File: src/rtl/fc8_vram_arbiter_if.sv
`default_nettype none
// ============================================================================
// Module   : fc8_vram_arbiter_if
// Purpose  : Bundles the request/response signals of the FC8 VRAM arbiter.
//            Three requester groups (graphics, CPU, fill engine) plus the
//            single VRAM port.
//   slave  : view of the arbiter itself (takes requests, drives VRAM)
//   master : view of the surrounding system (requesters + VRAM model)
// Ports    : gfx_*  graphics read port
//            cpu_*  CPU read/write port (held until cpu_ready)
//            fill_* hardware fill engine control/status
//            vram_* single-port VRAM strobe/address/data
// Revision : 1.0  initial release
// ============================================================================
interface fc8_vram_arbiter_if #(
  parameter int ADDR_W = 16,
  parameter int DATA_W = 8
);
  logic              gfx_req;
  logic [ADDR_W-1:0] gfx_addr;
  logic              gfx_gnt;
  logic              gfx_rvalid;
  logic [DATA_W-1:0] gfx_rdata;

  logic              cpu_req;
  logic              cpu_we;
  logic [ADDR_W-1:0] cpu_addr;
  logic [DATA_W-1:0] cpu_wdata;
  logic              cpu_ready;
  logic [DATA_W-1:0] cpu_rdata;

  logic              fill_start;
  logic [ADDR_W-1:0] fill_addr;
  logic [ADDR_W-1:0] fill_len;
  logic [DATA_W-1:0] fill_value;
  logic              fill_busy;
  logic              fill_done;

  logic              vram_en;
  logic              vram_we;
  logic [ADDR_W-1:0] vram_addr;
  logic [DATA_W-1:0] vram_wdata;
  logic [DATA_W-1:0] vram_rdata;

  modport slave (
    input  gfx_req, gfx_addr,
    output gfx_gnt, gfx_rvalid, gfx_rdata,
    input  cpu_req, cpu_we, cpu_addr, cpu_wdata,
    output cpu_ready, cpu_rdata,
    input  fill_start, fill_addr, fill_len, fill_value,
    output fill_busy, fill_done,
    output vram_en, vram_we, vram_addr, vram_wdata,
    input  vram_rdata
  );

  modport master (
    output gfx_req, gfx_addr,
    input  gfx_gnt, gfx_rvalid, gfx_rdata,
    output cpu_req, cpu_we, cpu_addr, cpu_wdata,
    input  cpu_ready, cpu_rdata,
    output fill_start, fill_addr, fill_len, fill_value,
    input  fill_busy, fill_done,
    input  vram_en, vram_we, vram_addr, vram_wdata,
    output vram_rdata
  );
endinterface
`default_nettype wire

File: src/rtl/fc8_vram_arbiter.sv
`default_nettype none
// ============================================================================
// Module   : fc8_vram_arbiter
// Purpose  : Single-port VRAM access controller. Shares the VRAM port between
//            graphics fetch, CPU window accesses and a built-in fill engine.
//            Fixed priority gfx > CPU > fill, with a bounded-wait override that
//            lets the CPU beat graphics once after CPU_MAX_WAIT lost edges.
// Ports    : master_clk  system clock (rising edge)
//            master_rst  asynchronous active-high reset
//            bus         fc8_vram_arbiter_if.slave (gfx_*, cpu_*, fill_*,
//                        vram_*)
// Revision : 1.0  initial release
// ============================================================================
module fc8_vram_arbiter #(
  parameter int ADDR_W       = 16,
  parameter int DATA_W       = 8,
  parameter int CPU_MAX_WAIT = 8
) (
  input  wire               master_clk,
  input  wire               master_rst,
  fc8_vram_arbiter_if.slave bus
);

  localparam int                C_WAIT_W   = (CPU_MAX_WAIT < 1) ? 1 : $clog2(CPU_MAX_WAIT + 1);
  localparam logic [C_WAIT_W-1:0] C_WAIT_MAX = C_WAIT_W'(CPU_MAX_WAIT);
  localparam bit                C_OVR_EN   = (CPU_MAX_WAIT != 0);

  typedef enum logic [1:0] {
    C_IDLE = 2'd0,
    C_RD1  = 2'd1,
    C_RD2  = 2'd2
  } cpu_state_t;

  typedef enum logic [0:0] {
    F_IDLE = 1'b0,
    F_RUN  = 1'b1
  } fill_state_t;

  cpu_state_t          r_cpu_state;
  fill_state_t         r_fill_state;
  logic [C_WAIT_W-1:0] r_wait_cnt;
  logic [ADDR_W-1:0]   r_fill_addr;
  logic [ADDR_W-1:0]   r_fill_cnt;
  logic [DATA_W-1:0]   r_fill_value;

  logic                r_vram_en;
  logic                r_vram_we;
  logic [ADDR_W-1:0]   r_vram_addr;
  logic [DATA_W-1:0]   r_vram_wdata;
  logic                r_gfx_gnt;
  logic                r_gfx_p1;      // gfx read in flight, data arrives next edge
  logic                r_gfx_rvalid;
  logic [DATA_W-1:0]   r_gfx_rdata;
  logic                r_cpu_ready;
  logic [DATA_W-1:0]   r_cpu_rdata;
  logic                r_fill_busy;
  logic                r_fill_done;

  logic                w_gfx_elig;
  logic                w_cpu_elig;
  logic                w_fill_elig;
  logic                w_cpu_ovr;
  logic                w_gfx_win;
  logic                w_cpu_win;
  logic                w_fill_win;
  logic                w_vram_we;
  logic [ADDR_W-1:0]   w_vram_addr;
  logic [DATA_W-1:0]   w_vram_wdata;

  // The CPU is not eligible in its ready cycle: the requester still holds
  // cpu_req there and must not be granted a duplicate transaction.
  assign w_gfx_elig  = bus.gfx_req;
  assign w_cpu_elig  = bus.cpu_req && (r_cpu_state == C_IDLE) && !r_cpu_ready;
  assign w_fill_elig = (r_fill_state == F_RUN);
  assign w_cpu_ovr   = C_OVR_EN && (r_wait_cnt == C_WAIT_MAX);

  assign w_cpu_win   = w_cpu_elig && (!w_gfx_elig || w_cpu_ovr);
  assign w_gfx_win   = w_gfx_elig && !w_cpu_win;
  assign w_fill_win  = w_fill_elig && !w_gfx_elig && !w_cpu_elig;

  always_comb begin
    w_vram_we    = 1'b0;
    w_vram_addr  = '0;
    w_vram_wdata = '0;
    if (w_gfx_win) begin
      w_vram_addr  = bus.gfx_addr;
    end else if (w_cpu_win) begin
      w_vram_we    = bus.cpu_we;
      w_vram_addr  = bus.cpu_addr;
      w_vram_wdata = bus.cpu_we ? bus.cpu_wdata : '0;
    end else if (w_fill_win) begin
      w_vram_we    = 1'b1;
      w_vram_addr  = r_fill_addr;
      w_vram_wdata = r_fill_value;
    end
  end

  always_ff @(posedge master_clk or posedge master_rst) begin
    if (master_rst) begin
      r_cpu_state  <= C_IDLE;
      r_fill_state <= F_IDLE;
      r_wait_cnt   <= '0;
      r_fill_addr  <= '0;
      r_fill_cnt   <= '0;
      r_fill_value <= '0;
      r_vram_en    <= 1'b0;
      r_vram_we    <= 1'b0;
      r_vram_addr  <= '0;
      r_vram_wdata <= '0;
      r_gfx_gnt    <= 1'b0;
      r_gfx_p1     <= 1'b0;
      r_gfx_rvalid <= 1'b0;
      r_gfx_rdata  <= '0;
      r_cpu_ready  <= 1'b0;
      r_cpu_rdata  <= '0;
      r_fill_busy  <= 1'b0;
      r_fill_done  <= 1'b0;
    end else begin
      // VRAM command register
      r_vram_en    <= w_gfx_win || w_cpu_win || w_fill_win;
      r_vram_we    <= w_vram_we;
      r_vram_addr  <= w_vram_addr;
      r_vram_wdata <= w_vram_wdata;

      // Graphics read pipeline: grant -> in flight -> data valid
      r_gfx_gnt    <= w_gfx_win;
      r_gfx_p1     <= r_gfx_gnt;
      r_gfx_rvalid <= r_gfx_p1;
      if (r_gfx_p1) begin
        r_gfx_rdata <= bus.vram_rdata;
      end

      r_cpu_ready  <= 1'b0;
      r_fill_done  <= 1'b0;

      // Bounded-wait counter for the CPU
      if (!bus.cpu_req || w_cpu_win) begin
        r_wait_cnt <= '0;
      end else if (w_cpu_elig && (r_wait_cnt != C_WAIT_MAX)) begin
        r_wait_cnt <= r_wait_cnt + C_WAIT_W'(1);
      end

      // CPU transaction tracking
      case (r_cpu_state)
        C_IDLE: begin
          if (w_cpu_win) begin
            if (bus.cpu_we) begin
              r_cpu_ready <= 1'b1;
            end else begin
              r_cpu_state <= C_RD1;
            end
          end
        end
        C_RD1: begin
          r_cpu_state <= C_RD2;
        end
        C_RD2: begin
          r_cpu_rdata <= bus.vram_rdata;
          r_cpu_ready <= 1'b1;
          r_cpu_state <= C_IDLE;
        end
        default: begin
          r_cpu_state <= C_IDLE;
        end
      endcase

      // Fill engine
      case (r_fill_state)
        F_IDLE: begin
          if (bus.fill_start) begin
            if (bus.fill_len == '0) begin
              r_fill_done <= 1'b1;
            end else begin
              r_fill_addr  <= bus.fill_addr;
              r_fill_cnt   <= bus.fill_len;
              r_fill_value <= bus.fill_value;
              r_fill_busy  <= 1'b1;
              r_fill_state <= F_RUN;
            end
          end
        end
        F_RUN: begin
          if (w_fill_win) begin
            r_fill_addr <= r_fill_addr + ADDR_W'(1);
            r_fill_cnt  <= r_fill_cnt - ADDR_W'(1);
            if (r_fill_cnt == ADDR_W'(1)) begin
              r_fill_busy  <= 1'b0;
              r_fill_done  <= 1'b1;
              r_fill_state <= F_IDLE;
            end
          end
        end
        default: begin
          r_fill_state <= F_IDLE;
        end
      endcase
    end
  end

  assign bus.vram_en    = r_vram_en;
  assign bus.vram_we    = r_vram_we;
  assign bus.vram_addr  = r_vram_addr;
  assign bus.vram_wdata = r_vram_wdata;
  assign bus.gfx_gnt    = r_gfx_gnt;
  assign bus.gfx_rvalid = r_gfx_rvalid;
  assign bus.gfx_rdata  = r_gfx_rdata;
  assign bus.cpu_ready  = r_cpu_ready;
  assign bus.cpu_rdata  = r_cpu_rdata;
  assign bus.fill_busy  = r_fill_busy;
  assign bus.fill_done  = r_fill_done;

endmodule
`default_nettype wire
File: src/flat_wrapper.sv
// flat-port wrapper written by rule: the top's interface ports become plain ports
module fc8_vram_arbiter_flat 
#(
  parameter int ADDR_W       = 16,
  parameter int DATA_W       = 8,
  parameter int CPU_MAX_WAIT = 8
)
  (master_clk, master_rst, bus_gfx_req, bus_gfx_addr, bus_gfx_gnt, bus_gfx_rvalid, bus_gfx_rdata, bus_cpu_req, bus_cpu_we, bus_cpu_addr, bus_cpu_wdata, bus_cpu_ready, bus_cpu_rdata, bus_fill_start, bus_fill_addr, bus_fill_len, bus_fill_value, bus_fill_busy, bus_fill_done, bus_vram_en, bus_vram_we, bus_vram_addr, bus_vram_wdata, bus_vram_rdata);
  fc8_vram_arbiter_if #(.ADDR_W(ADDR_W), .DATA_W(DATA_W)) bus_i ();
  input  wire master_clk;
  input  wire master_rst;
  input wire logic [$bits(bus_i.gfx_req)-1:0] bus_gfx_req;
  input wire logic [$bits(bus_i.gfx_addr)-1:0] bus_gfx_addr;
  output wire logic [$bits(bus_i.gfx_gnt)-1:0] bus_gfx_gnt;
  output wire logic [$bits(bus_i.gfx_rvalid)-1:0] bus_gfx_rvalid;
  output wire logic [$bits(bus_i.gfx_rdata)-1:0] bus_gfx_rdata;
  input wire logic [$bits(bus_i.cpu_req)-1:0] bus_cpu_req;
  input wire logic [$bits(bus_i.cpu_we)-1:0] bus_cpu_we;
  input wire logic [$bits(bus_i.cpu_addr)-1:0] bus_cpu_addr;
  input wire logic [$bits(bus_i.cpu_wdata)-1:0] bus_cpu_wdata;
  output wire logic [$bits(bus_i.cpu_ready)-1:0] bus_cpu_ready;
  output wire logic [$bits(bus_i.cpu_rdata)-1:0] bus_cpu_rdata;
  input wire logic [$bits(bus_i.fill_start)-1:0] bus_fill_start;
  input wire logic [$bits(bus_i.fill_addr)-1:0] bus_fill_addr;
  input wire logic [$bits(bus_i.fill_len)-1:0] bus_fill_len;
  input wire logic [$bits(bus_i.fill_value)-1:0] bus_fill_value;
  output wire logic [$bits(bus_i.fill_busy)-1:0] bus_fill_busy;
  output wire logic [$bits(bus_i.fill_done)-1:0] bus_fill_done;
  output wire logic [$bits(bus_i.vram_en)-1:0] bus_vram_en;
  output wire logic [$bits(bus_i.vram_we)-1:0] bus_vram_we;
  output wire logic [$bits(bus_i.vram_addr)-1:0] bus_vram_addr;
  output wire logic [$bits(bus_i.vram_wdata)-1:0] bus_vram_wdata;
  input wire logic [$bits(bus_i.vram_rdata)-1:0] bus_vram_rdata;
  assign bus_i.gfx_req = bus_gfx_req;
  assign bus_i.gfx_addr = bus_gfx_addr;
  assign bus_gfx_gnt = bus_i.gfx_gnt;
  assign bus_gfx_rvalid = bus_i.gfx_rvalid;
  assign bus_gfx_rdata = bus_i.gfx_rdata;
  assign bus_i.cpu_req = bus_cpu_req;
  assign bus_i.cpu_we = bus_cpu_we;
  assign bus_i.cpu_addr = bus_cpu_addr;
  assign bus_i.cpu_wdata = bus_cpu_wdata;
  assign bus_cpu_ready = bus_i.cpu_ready;
  assign bus_cpu_rdata = bus_i.cpu_rdata;
  assign bus_i.fill_start = bus_fill_start;
  assign bus_i.fill_addr = bus_fill_addr;
  assign bus_i.fill_len = bus_fill_len;
  assign bus_i.fill_value = bus_fill_value;
  assign bus_fill_busy = bus_i.fill_busy;
  assign bus_fill_done = bus_i.fill_done;
  assign bus_vram_en = bus_i.vram_en;
  assign bus_vram_we = bus_i.vram_we;
  assign bus_vram_addr = bus_i.vram_addr;
  assign bus_vram_wdata = bus_i.vram_wdata;
  assign bus_i.vram_rdata = bus_vram_rdata;
  fc8_vram_arbiter #(.ADDR_W(ADDR_W), .DATA_W(DATA_W), .CPU_MAX_WAIT(CPU_MAX_WAIT)) u_core (.master_clk(master_clk), .master_rst(master_rst), .bus(bus_i));
endmodule
File: config.mk
export PLATFORM = sky130hd
export DESIGN_NAME = fc8_vram_arbiter_flat
export DESIGN_NICKNAME = d
export VERILOG_FILES = /design/src/rtl/fc8_vram_arbiter_if.sv /design/src/rtl/fc8_vram_arbiter.sv /design/src/flat_wrapper.sv
export SDC_FILE = /design/constraint.sdc
export NUM_CORES = 1
export LEC_CHECK = 0
export ABC_AREA = 1
export CAP_MARGIN = 5
export CORE_MARGIN = 1.5
export CORE_UTILIZATION = 44
export CTS_CLUSTER_DIAMETER = 40
export DETAILED_ROUTE_END_ITERATION = 12
export PLACE_DENSITY = 0.78
export RECOVER_POWER = 50
export SLEW_MARGIN = 40
export SYNTH_ARGS = -nofsm -noshare
export SYNTH_HDL_FRONTEND = slang
export SYNTH_SLANG_ARGS = --single-unit
File: constraint.sdc
create_clock -name master_clk -period 3.1 [get_ports master_clk]
set_input_delay 0.465 -clock master_clk [delete_from_list [all_inputs] [get_ports master_clk]]
set_output_delay 0.465 -clock master_clk [all_outputs]
set_load 0.02 [all_outputs]
Word-level counts from Yosys, hierarchy flattened
Index checks and enable logic that the tools add are counted.
Storage, ports and cells
  flip-flop bits (word level): 95
  latch bits: 0
  bits in writable memories: 0
  ROM bits: 0
  memories kept: 0
Cells by class
  add/sub/neg operators: 3
  multiply operators: 0
  divide/modulo/power cells: 0
  order comparisons: 0
  eq/ne operators: 11
  shifts and indexed selects: 0
  muxes and demuxes: 41
  bitwise operators: 2
  reduce and logical (&&, ||, !) cells: 23
Operator list (number)
  $mux W16: 9
  $pmux W16 S2: 2
  $mux W8: 4
  $mux W1: 17
  $add A16 B1 Y16 const B: 1
  $eq A16 B1 Y1 const B: 1
  $logic_not A16 Y1: 1
  $sub A16 B1 Y16 const B: 1
  $ne A2 B2 Y1 const B: 5
  $mux W4: 2
  $pmux W1 S2: 4
  $logic_and A1 B1 Y1: 7
  $reduce_and A3 Y1: 2
  $logic_not A1 Y1: 5
  $add A4 B1 Y4 const B: 1
  $eq A4 B4 Y1 const B: 1
  $logic_or A1 B1 Y1: 4
  $mux W2: 2
  $ne A4 B4 Y1 const B: 1
  $pmux W2 S2: 1
  $reduce_and A4 Y1: 1
  $eq A2 B1 Y1 const B: 1
  $eq A2 B2 Y1 const B: 1
  $logic_not A2 Y1: 1
  4 further kinds: 5

Longest topological paths before layout
Gate-level depths: netlist of the first run.
  word-level depth: 8
  gate-level depth with buffers: 10
  depth with buffers taken out: 10

Least setup slack after synthesis of the first run
OpenSTA, ideal clock, no wires.
  path kind: in2reg
  start point: in bus_fill_len[2]
  end point: reg u_core.r_fill_addr[14]
  library setup time: 0.117 ns
  arrival: 1.236 ns
  data required time: 2.983 ns
  slack: 1.747 ns
  stages: 9
  buffers on the path: 1
  path through: nor2_1 > nand2_1 > nor2_1 > nand2_1 > nand2_2 > nand2_4 > buf_4 > nand3_1 > nand2_1
On the way
  longest elaborated chain between the ends: 3
Ends and longest elaborated chain
  from (decl): RTL line flat_wrapper.sv:25  | input wire logic [$bits(bus_i.fill_len)-1:0] bus_fill_len;
  $logic_not A16 Y1: RTL line fc8_vram_arbiter.sv:171  | if (bus.fill_len == '0) begin
  $ne A2 B2 Y1 (no source line)
  $reduce_and A3 Y1 (no source line)
  to (signal assigned): RTL line fc8_vram_arbiter.sv:174  | r_fill_addr <= bus.fill_addr;
  to (signal assigned): RTL line fc8_vram_arbiter.sv:184  | r_fill_addr <= r_fill_addr + ADDR_W'(1);
  to (decl): RTL line fc8_vram_arbiter.sv:42  | logic [ADDR_W-1:0] r_fill_addr;
No other way between the ends.
A chain may end at the register's enable or synchronous reset.

Worst setup path after layout of the first run
  start point: in bus_cpu_req
  end point: reg u_core.r_fill_cnt[9]
On the way
  longest elaborated chain between the ends: 6
Ends and longest elaborated chain
  from (decl): RTL line flat_wrapper.sv:17  | input wire logic [$bits(bus_i.cpu_req)-1:0] bus_cpu_req;
  $logic_and A1 B1 Y1 (2 in series): RTL line fc8_vram_arbiter.sv:73  | assign w_cpu_elig = bus.cpu_req && (r_cpu_state == C_IDLE) && !r_cpu_ready;
  $logic_not A1 Y1: RTL line fc8_vram_arbiter.sv:79  | assign w_fill_win = w_fill_elig && !w_gfx_elig && !w_cpu_elig;
  $logic_and A1 B1 Y1: RTL line fc8_vram_arbiter.sv:79
  $ne A2 B2 Y1 (no source line)
  $reduce_and A3 Y1 (no source line)
  to (signal assigned): RTL line fc8_vram_arbiter.sv:175  | r_fill_cnt <= bus.fill_len;
  to (signal assigned): RTL line fc8_vram_arbiter.sv:185  | r_fill_cnt <= r_fill_cnt - ADDR_W'(1);
  to (decl): RTL line fc8_vram_arbiter.sv:43  | logic [ADDR_W-1:0] r_fill_cnt;
No other way between the ends.

==> metrics.log, run 1 <==
[metrics] Int Pwr: 3.089 mW
[metrics] Clk network pwr share: between 20 and 25%
[metrics] number of CTS-inserted buffers: 9
[metrics] leading register cell type out of synthesis: sky130_fd_sc_hd__dfrtp_1
[metrics] endpoints failing hold: 0
[metrics] average cell area after synthesis: ~7.6 um^2
[metrics] RD Place Congestion: 0.8754
[metrics] share of cells above drive strength 1: 5.330%
[metrics] most frequently used cell type in the post-synthesis netlist: sky130_fd_sc_hd__nand2_1
[metrics] startpoint of the most critical setup path: bus_cpu_req
[metrics] setup repair after global routing missed its margin: no
[metrics] Sequential cell area: 0.002377 mm^2
[metrics] Synthesized Nets: 751
[metrics] number of gates given a new drive strength after cts: 0
[metrics] Final Instance Count excl. Fillers: 928
[metrics] count of flip-flops with a built-in enable after synthesis: 0
[metrics] antenna fix cells: 0
[metrics] Post-synth top cells: 203 x sky130_fd_sc_hd__nand2_1, 95 x sky130_fd_sc_hd__dfrtp_1, 71 x sky130_fd_sc_hd__nand3_1
[metrics] clock slew at the register clock pins of the worst setup and hold paths: 0.06 ns
[metrics] worst flop-to-flop path startpoint: u_core.r_fill_state
[metrics] register share of total power: 36.6%
[metrics] main combinational cell family by area after synthesis: simple AND/OR/NAND/NOR gates
[metrics] count of warnings emitted by yosys: 0
[metrics] first-iteration detailed-routing DRC count: 316
[metrics] count of placed standard cells including taps: 912
[metrics] standard-cell rows: 38
[metrics] layout overhead on the synthesized area: 35.30%
[metrics] Endpoint, Worst Hold: u_core.r_gfx_p1
[metrics] effective utilization at floorplan: 45.41%
[metrics] CTS tree: yes
[metrics] antenna violation net count after detailed routing: 0
[metrics] DRC violations left: 0
[metrics] total clock sinks: 95
[metrics] type of element launching the critical path: input port
[metrics] total of fill cells in the finished design: 967
[metrics] number of post-CTS setup repair buffers: 0
[metrics] synthesized-area fraction occupied by and/or/nand/nor cells: 32.40%
[metrics] clock latency on the worst-skew pair: 0.34 ns
[metrics] part of the power in combinational logic: 41.1%
[metrics] number of hold-repair buffers added at the cts stage: 0
[metrics] combined area of the multi-input logic cells: 0.002166 mm^2
[metrics] Slew Limit Headroom: -15.45%
[metrics] violated checks: max-capacitance violations, max-slew violations
[metrics] Cells on Worst Hold Path: 0
[metrics] Setup-failing EPs final: 0
[metrics] Least-Margin Pin Slew: roughly 1.7 ns
[metrics] capture point of the worst reg-to-reg path: u_core.r_fill_cnt[9]
[metrics] power density relative to cell area: 753.7 mW/mm^2
[metrics] biggest fanout along the worst timing path: 50
[metrics] buffer type at the clock tree root: sky130_fd_sc_hd__clkbuf_16
[metrics] ys async rst share: 100.0%
[metrics] area share of the largest cell type after synthesis: ~48%
[metrics] Synth Area in Compound Gates: about a tenth
[metrics] tightest hold margin: slightly below 0.4 ns
[metrics] category of the most critical setup path: input port to flop
[metrics] logic depth of the worst register-to-register path: 6
[metrics] maximum count of clock buffers along a single path: 2
[metrics] Distinct cells, synth: 31
[metrics] number of vias after detailed routing: 4840
[metrics] Remaining Overflow, GRT: 0
[metrics] max-slew violation count: 43
[metrics] top-level port count: ~140
[metrics] Wirelength per Cell: 14.91 um
[metrics] height of the chip: 109.2 um
[metrics] placed cell area: between 0.006 and 0.007 mm^2
[metrics] number of max-capacitance violations reported: 1
[metrics] share of the clock period used by the worst path: around three quarters
[metrics] final-layout setup total negative slack: 0 ns
[metrics] routed wire length: 13830 um
[metrics] detailed-router iteration count before antenna repair: 5
[metrics] die outline area: 0.01193 mm^2
[metrics] CP required: about 3.3 ns
[metrics] Leakage Power: about 3.1 nW
[metrics] run status: finished, violations left
[metrics] IR drop worst, VDD: 0.2891 mV
[metrics] main area contributors after synthesis: sky130_fd_sc_hd__dfrtp_1 48%, sky130_fd_sc_hd__nand2_1 15%, sky130_fd_sc_hd__nand3_1 7.2%
[metrics] launch point of the worst hold path: u_core.bus.gfx_gnt
[metrics] placeable core region: around 0.011 mm^2
[metrics] Global Route Usage Sum: 24.42%
[metrics] maximum achievable frequency: 435.9 MHz
[metrics] summed area of non-filler cells in the final layout: 0.006719 mm^2
[metrics] share of the yosys chip area belonging to registers: 47.87%
[metrics] number of synthesized register bits: 95
[metrics] synthesized area: approximately 0.0050 mm^2
[metrics] Die X: 109.2 um
[metrics] post-detail-place hpwl: 10210 um
[metrics] net switching fraction of the power: 39.00%
[metrics] gate count of the mapped netlist: 652
[metrics] post-synthesis cell type with the largest combined area: sky130_fd_sc_hd__dfrtp_1
[metrics] post-synthesis adder-cell area fraction: 1.260%
[metrics] wire length of the first global-routing pass: 22650 um
[metrics] worst-case clock skew: 0.006696 ns
[metrics] number of nets in the layout: 882
[metrics] NetSw: between 1.5 and 2 mW
[metrics] vias per inst: 5.216
[metrics] via count of the first global-routing pass: 4725
[metrics] number of antenna violations at the first check in global routing: 0
[metrics] Final min period: 2.294 ns
[metrics] multiplexer fraction of the synthesized cell area: 0.4535%
[metrics] largest net degree at the start of global routing: 54
[metrics] kind of end point of the critical path: flop
[metrics] post-synthesis share of cell area spent on xor and xnor gates: less than 1%
[metrics] path type of the worst min-delay path: flop to flop
[metrics] minimum setup slack among reg-to-reg paths: 1.02 ns
[metrics] arrival time worst endpoint: 2.52 ns
[metrics] buffers added on ports: 140
[metrics] H-tree level count: 3
## flip-flops by register name (all words and copies together), names as in the netlist
| register | cells |
|---|---|
| u_core.bus.gfx_rdata | 8 |
| u_core.bus.cpu_ready | 1 |
| u_core.bus.fill_busy | 1 |
| u_core.r_gfx_p1 | 1 |
| u_core.r_fill_addr | 16 |
| u_core.bus.vram_en | 1 |
| u_core.r_fill_cnt | 16 |
| u_core.bus.vram_addr | 16 |
| u_core.bus.gfx_rvalid | 1 |
| u_core.bus.cpu_rdata | 8 |
| u_core.bus.fill_done | 1 |
| u_core.bus.vram_wdata | 8 |
| u_core.r_fill_value | 8 |
| u_core.r_cpu_state | 2 |
| u_core.bus.gfx_gnt | 1 |
| u_core.r_fill_state | 1 |
| u_core.bus.vram_we | 1 |
| u_core.r_wait_cnt | 4 |
## metrics by stage
step / total power [mW] / setup slack [ns] / util, %
finish: 5.064 / 0.8059 / 61.44
global route: 5.453 / 0.5481 / 61.44
CTS: 5.070 / 1.006 / 61.51
detailed placement: 3.941 / 0.6534 / 58.74
global placement: 3.866 / 0.6724 / 58.74
floorplan: 3.242 / 0.1580 / -
## area by class of cell
type	count	area share, %
Multi-Input combinational cell	467	32.23
Clock buffer	14	3.929
Timing Repair Buffer	145	21.60
Sequential cell	95	35.38
Inverter	65	3.669
Tap cell	140	2.607
Clock inverter	2	0.5773
## metal layers
layer / part of all wire, % / global-route usage (%) / wire [um] / vias up
met4: 2.3 / 9.555 / 322 / 0
li1: - / - / - / 2353
met3: 6.5 / 3.527 / 904 / 23
met5: 0 / 0 / 0 / -
met1: 42 / 30.38 / 5863 / 2270
met2: 49 / 42.68 / 6742 / 194
## worst max-delay path by stage
| stage | depth (start not counted) | slack, ns | end |
|---|---|---|---|
| detailed placement | 9 | 0.65 | u_core.r_fill_cnt[10] |
| CTS | 9 | 1.01 | u_core.r_fill_cnt[10] |
| finish | 9 | 0.81 | u_core.r_fill_cnt[9] |
| floorplan | 1 | 0.16 | u_core.bus.cpu_rdata[0] |
| global placement | 9 | 0.67 | u_core.r_fill_cnt[9] |
| global route | 2 | 0.55 | u_core.r_fill_cnt[7] |
## critical path, stage by stage
cell and delay [ns]:
sky130_fd_sc_hd__dlygate4sd3_1 0.58, sky130_fd_sc_hd__inv_1 0.06, sky130_fd_sc_hd__nor2_1 0.03, sky130_fd_sc_hd__nand3_1 0.12, sky130_fd_sc_hd__nand3_2 0.40, sky130_fd_sc_hd__nand2_4 0.60
sky130_fd_sc_hd__nand2_1 0.11, sky130_fd_sc_hd__nand2_1 0.08, sky130_fd_sc_hd__nand2_1 0.05
## cells in the final DEF, fill, tap and decap left out, types with 2 or more instances in the layout
| cell | count |
|---|---|
| sky130_fd_sc_hd__nor3_1 | 2 |
| sky130_fd_sc_hd__nand3b_1 | 3 |
| sky130_fd_sc_hd__nand4_1 | 6 |
| sky130_fd_sc_hd__nand2_2 | 3 |
| sky130_fd_sc_hd__o21ai_1 | 21 |
| sky130_fd_sc_hd__clkbuf_16 | 9 |
| sky130_fd_sc_hd__clkdlybuf4s50_1 | 138 |
| sky130_fd_sc_hd__a21oi_1 | 19 |
| sky130_fd_sc_hd__mux2_2 | 2 |
| sky130_fd_sc_hd__clkbuf_8 | 2 |
| sky130_fd_sc_hd__or2_2 | 11 |
| sky130_fd_sc_hd__nor2_2 | 2 |
| sky130_fd_sc_hd__nor2_1 | 69 |
| sky130_fd_sc_hd__dfrtp_1 | 95 |
| sky130_fd_sc_hd__nand2_1 | 203 |
| sky130_fd_sc_hd__inv_1 | 63 |
| sky130_fd_sc_hd__dlygate4sd3_1 | 2 |
| sky130_fd_sc_hd__ha_1 | 5 |
| sky130_fd_sc_hd__nand3_1 | 72 |
| sky130_fd_sc_hd__o211ai_1 | 17 |
| sky130_fd_sc_hd__buf_4 | 4 |
| sky130_fd_sc_hd__clkbuf_1 | 3 |
| sky130_fd_sc_hd__o21ai_0 | 25 |
## cell families after synthesis
group / after synthesis
AND/OR/NAND/NOR: 375
XOR/XNOR: 1
multiplexers: 2
buffers and inverters: 90
adder cells (fa/ha/maj): 5
flip-flops: 95
AO/OA/AOI/OAI: 84
## power groups by stage
stage,registers (mW),logic [mW],clock network (mW)
after floorplan,1.95,1.29,0
after global placement,1.85,2.02,0
after detailed placement,1.86,2.08,0
after CTS,1.84,2.09,1.14
after global routing,1.90,2.36,1.20
final,1.85,2.08,1.13
Note: power is estimated with default switching activity, not from simulation.
==> inputs of run 2 (changes only) <==
clock period = 2 ns   (was 3.1 ns; I/O delays follow)
==> metrics.log, run 2 (synthesis results as in run 1) <==
[metrics] Slew Limit Headroom: 40.32% (was -15.45%)
[metrics] most common library cell in the layout ignoring fill and taps: sky130_fd_sc_hd__nand2_1 (unchanged)
[metrics] buffer type at the clock tree root: sky130_fd_sc_hd__clkbuf_16 (unchanged)
[metrics] RD Place Congestion: 0.9560 (was 0.8754)
[metrics] H-tree level count: 3 (unchanged)
[metrics] category of the most critical setup path: flop to flop (was input port to flop)
[metrics] power density relative to cell area: 1172 mW/mm^2 (was 753.7 mW/mm^2)
[metrics] antenna violation net count after detailed routing: 0 (unchanged)
[metrics] number of antenna violations at the first check in global routing: 0 (unchanged)
[metrics] maximum count of clock buffers along a single path: 2 (unchanged)
[metrics] standard-cell rows: 38 (unchanged)
[metrics] CP required: 2.24 ns (was 3.33 ns)
[metrics] detailed-router iteration count before antenna repair: 5 (unchanged)
[metrics] slowest stage cell, crit path: sky130_fd_sc_hd__dfrtp_1 (was sky130_fd_sc_hd__nand2_4)
[metrics] path type of the worst min-delay path: flop to flop (unchanged)
[metrics] worst-case clock skew: 0.006535 ns (was 0.006696 ns)
[metrics] placed cell area: 0.006510 mm^2 (was 0.006424 mm^2)
[metrics] Die X: 109.2 um (unchanged)
[metrics] Setup-failing EPs final: 0 (unchanged)
[metrics] number of CTS-inserted buffers: 9 (unchanged)
[metrics] run status: completed (was finished, violations left)
[metrics] vias per inst: 5.157 (was 5.216)
[metrics] number of nets in the layout: 890 (was 882)
[metrics] effective utilization at floorplan: 45.41% (unchanged)
[metrics] combined area of the multi-input logic cells: 0.002168 mm^2 (was 0.002166 mm^2)
[metrics] Least-Margin Pin Slew: 0.8903 ns (was 1.730 ns)
[metrics] die outline area: 0.01193 mm^2 (unchanged)
[metrics] Wirelength per Cell: 14.64 um (was 14.91 um)
[metrics] summed area of non-filler cells in the final layout: 0.006797 mm^2 (was 0.006719 mm^2)
[metrics] startpoint of the most critical setup path: u_core.r_wait_cnt[0] (was bus_cpu_req)
[metrics] most frequent cells in the layout: 204 x sky130_fd_sc_hd__nand2_1, 139 x sky130_fd_sc_hd__clkdlybuf4s50_1, 95 x sky130_fd_sc_hd__dfrtp_1 (was 203 x sky130_fd_sc_hd__nand2_1, 138 x sky130_fd_sc_hd__clkdlybuf4s50_1, 95 x sky130_fd_sc_hd__dfrtp_1)
[metrics] kind of cell adding the most delay to the critical path: simple AND/OR/NAND/NOR gates (unchanged)
[metrics] Most common cell on crit path: sky130_fd_sc_hd__nand2_1 (unchanged)
[metrics] layout overhead on the synthesized area: 36.86% (was 35.30%)
[metrics] number of vias after detailed routing: 4827 (was 4840)
[metrics] final-layout setup total negative slack: 0 ns (unchanged)
[metrics] placeable core region: 0.01094 mm^2 (unchanged)
[metrics] number of max-capacitance violations reported: 0 (was 1)
[metrics] setup repair after global routing missed its margin: no (unchanged)
[metrics] largest stage delay on the critical path: 0.40 ns (was 0.60 ns)
[metrics] CTS tree: yes (unchanged)
[metrics] share of cells above drive strength 1: 6.784% (was 5.330%)
[metrics] Global Route Usage Sum: 24.23% (was 24.42%)
[metrics] Remaining Overflow, GRT: 0 (unchanged)
[metrics] clock slew at the register clock pins of the worst setup and hold paths: 0.06 ns (about the same)
[metrics] first-iteration detailed-routing DRC count: 274 (was 316)
[metrics] wire length of the first global-routing pass: 22350 um (was 22650 um)
[metrics] Sequential cell area: 0.002377 mm^2 (unchanged)
[metrics] max-slew violation count: 0 (was 43)
[metrics] antenna fix cells: 0 (unchanged)
[metrics] total clock sinks: 95 (unchanged)
[metrics] maximum achievable frequency: 592.8 MHz
[metrics] via count of the first global-routing pass: 4735 (was 4725)
[metrics] number of hold-repair buffers added at the cts stage: 0 (unchanged)
[metrics] launch point of the worst hold path: u_core.bus.gfx_gnt (unchanged)
[metrics] buffers added on ports: 140 (unchanged)
[metrics] clock latency on the worst-skew pair: 0.34 ns (about the same)
[metrics] post-detail-place hpwl: 10390 um (was 10210 um)
[metrics] height of the chip: 109.2 um (unchanged)
[metrics] arrival time worst endpoint: 1.93 ns (was 2.52 ns)
[metrics] endpoints failing hold: 0 (unchanged)
[metrics] number of buffers and inverters on the critical path: 2 (unchanged)
[metrics] Final min period: around 1.7 ns
[metrics] number of gates given a new drive strength after cts: 0 (unchanged)
[metrics] largest net degree at the start of global routing: 51 (was 54)
[metrics] number of post-CTS setup repair buffers: 0 (unchanged)
[metrics] CP cell instances: inv_1 > ha_1 > nand3_1 > nand2_1 > nand2_1 > inv_4 > nor2_8 > nand2_1 > o211ai_1 (was dlygate4sd3_1 > inv_1 > nor2_1 > nand3_1 > nand3_2 > nand2_4 > nand2_1 > nand2_1 > nand2_1)
[metrics] total of fill cells in the finished design: 970 (was 967)
[metrics] biggest fanout along the worst timing path: 17 (was 50)
[metrics] routed wire length: 13710 um (was 13830 um)
[metrics] Leakage Power: 3.153 nW (was 3.110 nW)
[metrics] kind of end point of the critical path: flop (unchanged)
[metrics] DRC violations left: 0 (unchanged)
[metrics] worst flop-to-flop path startpoint: u_core.r_wait_cnt[0] (was u_core.r_fill_state)
[metrics] type of element launching the critical path: flop (was input port)
[metrics] IR drop worst, VDD: 0.7362 mV (was 0.2891 mV)
[metrics] share of the clock period used by the worst path: 84.34%
[metrics] top-level port count: 141 (unchanged)
run 2: changes by cell type in the layout (fill, tap and decap cells not counted), sizes merged:
cell	delta
clkinv	+3
clkinvlp	+1
inv	-1
buf	+4
dlygate4sd3	-1
bufinv	+1
clkdlybuf4s50	+1
run 2: path summary, 6_finish.rpt:
| path | to | slack [ns] | depth (start not counted) |
|---|---|---|---|
| min in group asynchronous | u_core.r_wait_cnt[1] | 0.54 | 2 |
| min | u_core.r_gfx_p1 | 0.39 | 0 |
| max reg2reg | u_core.bus.vram_addr[14] | 0.31 | 9 |
| max in group asynchronous | u_core.r_fill_addr[10] | 0.35 | 3 |
| min reg2reg | u_core.r_gfx_p1 | 0.39 | 0 |
| max | u_core.bus.vram_addr[14] | 0.31 | 9 |
run 2: worst register-to-register path, stage by stage (launching register included):
cell and delay (ns):
sky130_fd_sc_hd__dfrtp_1 0.40, sky130_fd_sc_hd__inv_1 0.09, sky130_fd_sc_hd__ha_1 0.19, sky130_fd_sc_hd__nand3_1 0.11
sky130_fd_sc_hd__nand2_1 0.07, sky130_fd_sc_hd__nand2_1 0.15, sky130_fd_sc_hd__inv_4 0.13, sky130_fd_sc_hd__nor2_8 0.25
sky130_fd_sc_hd__nand2_1 0.09, sky130_fd_sc_hd__o211ai_1 0.12
run 2: stage by stage:
step,worst slack (ns),std cells,hold slack (ns),utilization (%),total power [mW]
final,0.3132,936,0.3950,62.15,7.967
after global routing,0.1134,936,0.4100,62.15,8.572
after CTS,0.3591,936,0.3417,62.48,8.008
after detailed placement,0.05410,920,0.3818,59.53,6.141
after global placement,0.1036,920,0.3825,59.53,6.040
after floorplan,0.5803,652,0.4252,-,5.026
run 2: metal layers:
metal	GRT usage [%]	part of all wire, %	wire length [um]
met1	30.16	42	5796
met2	41.61	48	6614
met3	5.140	7.9	1084
met4	8.349	1.5	211
met5	0	0	0
run 2: layout make-up:
cell class / instances / share of cell area, %
timing repair buffer: 153 / 22.15
sequential: 95 / 34.98
clock buffer: 10 / 3.516
inverter: 65 / 3.645
clock inverter: 6 / 1.233
tap: 140 / 2.577
multi-input combinational: 467 / 31.90
run 2: report_power, final:
part / switching, mW / total, mW / internal, mW
Combinational: 1.94 / 3.25 / 1.31
Clock: 0.724 / 1.85 / 1.12
Sequential: 0.399 / 2.87 / 2.47
Total: 3.06 / 7.97 / 4.90
